**src/rtl/cellrv32_npu_result_deskew.sv**
```systemverilog
// cellrv32_npu_result_deskew
// Realigns the diagonally skewed result stream of the NPU matrix multiply
// unit. Column j leaves the array j enabled cycles after column 0, so column j
// is delayed by MATRIX_WIDTH-j registers. That way every column of a row
// reaches the output in the same cycle. A tag pipeline carries the row's
// valid/address/accumulate information in lockstep with the column 0 chain.
module cellrv32_npu_result_deskew #(
    parameter int MATRIX_WIDTH = 14,
    parameter int ADDR_WIDTH   = 8,
    parameter int COUNT_WIDTH  = 16
) (
    input  logic                   clk_i,
    input  logic                   rst_i,
    input  logic                   enable_i,
    input  logic [31:0]            result_i [0:MATRIX_WIDTH-1],
    input  logic                   res_valid_i,
    input  logic [ADDR_WIDTH-1:0]  res_addr_i,
    input  logic                   res_acc_i,
    output logic [31:0]            row_data_o [0:MATRIX_WIDTH-1],
    output logic                   row_valid_o,
    output logic [ADDR_WIDTH-1:0]  row_addr_o,
    output logic                   row_acc_o,
    output logic                   busy_o,
    output logic [COUNT_WIDTH-1:0] row_count_o
);

    localparam int TAG_STAGES = MATRIX_WIDTH - 1;

    // In-flight tag stages 0..MATRIX_WIDTH-2. The final tag stage is the
    // registered output (row_*_r) and is not counted towards busy.
    logic                  tag_valid_r [0:TAG_STAGES-1];
    logic [ADDR_WIDTH-1:0] tag_addr_r  [0:TAG_STAGES-1];
    logic                  tag_acc_r   [0:TAG_STAGES-1];

    logic                   row_valid_r;
    logic [ADDR_WIDTH-1:0]  row_addr_r;
    logic                   row_acc_r;
    logic [COUNT_WIDTH-1:0] row_count_r;
    logic                   busy_s;

    // Tag pipeline. The output valid is cleared on any stalled edge, so a row
    // is reported exactly once. Address and accumulate flag hold during stalls.
    always_ff @(posedge clk_i) begin
        if (rst_i) begin
            for (int i = 0; i < TAG_STAGES; i++) begin
                tag_valid_r[i] <= 1'b0;
                tag_addr_r[i]  <= '0;
                tag_acc_r[i]   <= 1'b0;
            end
            row_valid_r <= 1'b0;
            row_addr_r  <= '0;
            row_acc_r   <= 1'b0;
        end else if (enable_i) begin
            tag_valid_r[0] <= res_valid_i;
            tag_addr_r[0]  <= res_addr_i;
            tag_acc_r[0]   <= res_acc_i;
            for (int i = 1; i < TAG_STAGES; i++) begin
                tag_valid_r[i] <= tag_valid_r[i-1];
                tag_addr_r[i]  <= tag_addr_r[i-1];
                tag_acc_r[i]   <= tag_acc_r[i-1];
            end
            row_valid_r <= tag_valid_r[TAG_STAGES-1];
            row_addr_r  <= tag_addr_r[TAG_STAGES-1];
            row_acc_r   <= tag_acc_r[TAG_STAGES-1];
        end else begin
            row_valid_r <= 1'b0;
        end
    end

    // Per-column compensating delay chains, MATRIX_WIDTH-j registers deep.
    // Data is not gated on valid; consumers qualify on row_valid_o.
    for (genvar j = 0; j < MATRIX_WIDTH; j++) begin : g_col
        localparam int DEPTH = MATRIX_WIDTH - j;
        logic [31:0] chain_r [0:DEPTH-1];

        // Shift column j one stage per enabled edge; hold during stalls.
        always_ff @(posedge clk_i) begin
            if (rst_i) begin
                for (int k = 0; k < DEPTH; k++) begin
                    chain_r[k] <= 32'd0;
                end
            end else if (enable_i) begin
                chain_r[0] <= result_i[j];
                for (int k = 1; k < DEPTH; k++) begin
                    chain_r[k] <= chain_r[k-1];
                end
            end
        end

        assign row_data_o[j] = chain_r[DEPTH-1];
    end

    // Emitted-row counter. It advances once per output valid pulse and wraps
    // naturally at its width.
    always_ff @(posedge clk_i) begin
        if (rst_i) begin
            row_count_r <= '0;
        end else if (row_valid_r) begin
            row_count_r <= row_count_r + COUNT_WIDTH'(1);
        end
    end

    // Busy while any row sits in the in-flight tag stages.
    always_comb begin
        busy_s = 1'b0;
        for (int i = 0; i < TAG_STAGES; i++) begin
            busy_s = busy_s | tag_valid_r[i];
        end
    end

    assign row_valid_o = row_valid_r;
    assign row_addr_o  = row_addr_r;
    assign row_acc_o   = row_acc_r;
    assign row_count_o = row_count_r;
    assign busy_o      = busy_s;

endmodule

```
**config.mk**
```make
export PLATFORM = sky130hd
export DESIGN_NAME = cellrv32_npu_result_deskew
export DESIGN_NICKNAME = d
export VERILOG_FILES = /design/src/rtl/cellrv32_npu_result_deskew.sv
export SDC_FILE = /design/constraint.sdc
export NUM_CORES = 2
export LEC_CHECK = 0
export BUFFER_PORTS_ARGS = -buffer_cell sky130_fd_sc_hd__buf_4
export CORE_MARGIN = 4
export CORE_UTILIZATION = 45
export DETAILED_ROUTE_END_ITERATION = 10
export SLEW_MARGIN = 20
export SYNTH_ARGS = -nofsm -noshare
export SYNTH_HDL_FRONTEND = slang
export SYNTH_SLANG_ARGS = --single-unit
```
**constraint.sdc**
```tcl
create_clock -name clk_i -period 78.4 [get_ports clk_i]
set_input_delay 19.6 -clock clk_i [delete_from_list [all_inputs] [get_ports clk_i]]
set_output_delay 19.6 -clock clk_i [all_outputs]
set_load 0.005 [all_outputs]
```
* Yosys cells after proc, flatten, opt, wreduce, memory -nomap -nowiden *
Memory sizes are Yosys's and may differ from the RTL's. A register that Yosys moved wholly into a read port is not among the register bits.
Index checks and enable logic that the tools add are counted.

word-level totals
  memories kept = 17
  logic and storage cells = 328
  register bits = 17
  output and inout port bits = 475
  bits in writable memories = 3,490
  bits of input ports = 461

cells by class
  add/sub/neg operators = 1
  bitwise operators = 156
  reduce and logical (&&, ||, !) cells = 2
  muxes and demuxes = 150

memory list
  memory            depth  width  read ports  clocked after Yosys merged registers in  write ports  RTL line  text
  g_col[0].chain_r  14     32     14          0                                        14           74        logic [31:0] chain_r [0:DEPTH-1];
  g_col[1].chain_r  13     32     13          0                                        13           74
  g_col[2].chain_r  12     32     12          0                                        12           74
  g_col[3].chain_r  11     32     11          0                                        11           74
  g_col[4].chain_r  10     32     10          0                                        10           74
  g_col[5].chain_r  9      32     9           0                                        9            74
  11 more memories  --     --     --          --                                       --           --

operators by type and width
  operator                                       number
  2-to-1 mux 32 bit                              105
  bitwise OR 1 bit                               155
  2-to-1 mux 8 bit                               13
  2-to-1 mux 1 bit                               32
  OR reduction 32 bit                            1
  adder 16 x 1 -> 16 bit, second input constant  1
  OR reduction 2 bit                             1
  inverter 1 bit                                 1

* Depth between registers and ports, before layout *
  depth in word-level cells = 12
  mapped depth = 7
  mapped depth without buffers = 5

* Least setup slack after synthesis *
No wires, ideal clock.

  path type = input to register
  start point = input rst_i
  end point = memory g_col[0].chain_r[0][0], enable pin
  stages = 4
  data arrival time = 61.399 ns
  setup time = 2.478 ns
  buffers on the path = 3
  path slack = 14.523 ns
  cells stage by stage = buf_2 clkbuf_1 clkbuf_1 or2_2

RTL lines
  what                RTL line  text
  start: declaration  13        input logic rst_i,
  end: declaration    74

==> flow_summary.yaml <==
route:
  wl_um: 214000
  vias: 57521
  dr.first_iter.drc_count: 4923
  vias_per_cell: 4.54
  drc: 0
  drt.antenna.violating_nets: 0
  dr.pass1.iters: 5
  wire_per_inst_um: 16.9
final_layout:
  final_nets: 8917
  drive_above_1_share_pct: 17.2
  layout_commonest_cell: "edfxtp_1"
  stdcell_area_mm2: 0.152
  fill_cells: 23660
  area_delta_synth_final_pct: 15.2
  layout_common_cells: "edfxtp_1 (3,490), and2_1 (3,045), buf_4 (969)"
  seq_area_mm2: 0.105
  multi_input_comb_area_mm2: 0.0224
clocking:
  clockBufferDepth: 4
  ctsHtreeMaxLevel: 5
  cts_resized: 0
  cts.sinks: 3516
  post_cts_buffers: 0
  cts_tree: "built"
  cts_buffers: 364
  clk_latency_ns: 0.92
  clk_pin_slew_ns: 0.05
  cts_root_buffer: "clkbuf_16"
  ctsHoldBuffers: 0
sta:
  fmax_mhz: 40.4
  setup_viol: 0
  fin_ws_ns: 53.63
  post-route-period-util_pct: 31.6
  finalSetupTns_ns: 0
  maxSlewViolCount: 0
  period_minus_slack_ns: 24.77
  rsz0062_at_grt: "no"
  finalHoldViolations: 0
  slew_headroom_pct: 10.6
  finClkSkew_ns: 0.0401
  tightestPinTransition_ns: 1.34
  hold_slack_ns: 0.487
place:
  dpl.hpwl_um: 126000
  placed_area_mm2: 0.140
  portBuffers: 935
  pre_cts_slack_ns: 52.23
  place.gp.congestion: 0.812
floorplan:
  start_util_pct: 45.2
  die_h_um: 549
  die_area_mm2: 0.302
  ios: 936
  core_area_mm2: 0.291
  rows: 198
  die_x_um: 549
synth:
  ys_types: 35
  synthFlopType: "edfxtp_1"
  ys_seq_area_share_pct: 79.9
  yosys_warnings: 0
  synthesis.instances: 7775
  synth_edf_count: 3490
  syn_nets: 8237
  synth_area_mm2: 0.132
  avgSynthCellArea_um2: 16.9
  ys_ff_latch: 3516
  async_flop_share_pct: 0
grt:
  grt_pass1_vias: 56495
  grt_pass1_wl_um: 329000
  track_usage_pct: 13.8
  antenna_found_initial: 37
  grt_max_degree: 302
  grt_remaining_overflow: 0
critical_path:
  worst_r2r_path_depth: 5
  endpoint_kind: "flip-flop"
  arrival_ns: 25.28
  path_cells: "buf_8 -> or2_4 -> buf_4 -> buf_4 -> buf_4 -> buf_4 -> buf_6"
  worst_setup_path_start_kind: "input pin"
  crit_path_frequent_cell: "buf_4"
  r2r-start: "row_count_o[0]"
  critPathRequiredTime_ns: 78.91
  path_delay_family: "buffers and inverters"
  critical_path_class: "in -> reg"
  cp_max_fo: 93
  r2r_slack_ns: 76.70
  r2r_end: "row_count_o[12]"
  cp_num_buf_inv: 6
  cpMaxStageDelayCell: "buf_4"
  crit_path_max_incr_delay_ns: 0.89
min_path:
  hold-path-endpoint: "row_addr_o[0]"
  min_delay_path_depth: 2
  hold_class: "reg -> reg"
  hold_start: "tag_addr_r[12][0]"
power:
  leakagePower_uw: 0.0592
  ir_worst_vdd_mv: 0.0179
  total_power_uw: 4020
  cellPowerDensity_mw_per_mm2: 26.5
outcome:
  status: "finished clean"
run:
  max_cap_violations: 0
report_power, final:
| part | switching [uW] | internal [uW] | total, uW |
|---|---|---|---|
| clock network | 706 | 936 | 1640 |
| logic | 88.6 | 65.4 | 154 |
| registers | 28.6 | 2200 | 2230 |
| total | 823 | 3200 | 4020 |
worst reg2reg max path: stages (launching register included):
cell	delay, ns
dfxtp_1	0.46
ha_1	0.26
nand4_4	0.18
nor4b_2	0.42
xnor2_1	0.17
nor2_1	0.06
metal layers:
layer	part of all wire, %	GRT usage (%)	vias up
li1	-	-	28030
met1	44	18.9	27915
met2	47	21.8	1190
met3	6.4	3.69	364
met4	2.3	3.71	22
met5	0.077	0	-
cell type report:
type	instances	share of cell area, %
Inverter	2	0.00495
Antenna cell	17	0.0280
Sequential cell	3516	69.4
Timing Repair Buffer	995	5.04
Clock inverter	211	1.29
Multi-Input combinational cell	3576	14.8
Tap cell	3900	3.21
Clock buffer	447	6.27
stage by stage:
| step | cells | utilization, % |
|---|---|---|
| 6_report | 12664 | 52.1 |
| 5_1_grt | 12652 | 52.1 |
| 4_1_cts | 12647 | 52.1 |
| 3_5_place_dp | 11989 | 48.1 |
| 3_3_place_gp | 11989 | 48.1 |
| 2_1_floorplan | 7775 | - |
cells by family after synthesis:
kind of cell	count (synthesis)	synth area share, %
buf+inv	683	3.07
simple gates	3547	16.8
flops	3516	79.9
compound gates	6	0.0256
xor+xnor	11	0.0731
mux	11	0.0845
fa+ha+maj	1	0.00949
registers in the layout (all words and copies together) (netlist names):
register       count
row_valid_o        1
tag_valid_r       13
row_count_o       16
g_col.chain_r   3360
row_acc_o          1
tag_acc_r         13
tag_addr_r       104
row_addr_o         8
cell usage after synthesis (2+ instances only):
cell      instances  share of area (%)
buf_2            12              0.046
clkbuf_2        200               0.76
buf_4           300                1.7
clkbuf_1        157               0.45
nor2_1           23              0.066
dfxtp_1          26               0.39
nor4_1            4              0.019
xor2_1            3              0.020
and2_1         3045                 14
nand4_1           4              0.019
o21ai_0           2             0.0076
nor3_1            4              0.015
xnor2_1           8              0.053
nand2_1           5              0.014
buf_6            12               0.10
edfxtp_1       3490                 80
or3_1             2             0.0095
mux2i_1          10              0.076
inv_1             2             0.0057
a21oi_1           3              0.011
nand3_1           3              0.011
nor2b_1         447                2.1
how the worst max path moves through the flow:
stage	startpoint	to	slack, ns	cells after the start
floorplan	rst_i	g_col[0].chain_r[0][0]	14.52	4
global placement	rst_i	g_col[5].chain_r[0][180]	52.42	7
detailed placement	rst_i	g_col[5].chain_r[0][105]	52.23	7
CTS	rst_i	g_col[5].chain_r[0][89]	53.24	7
global route	rst_i	g_col[5].chain_r[0][102]	53.24	7
finish	rst_i	g_col[5].chain_r[0][102]	53.63	7
(Power assumes the default switching activity.)
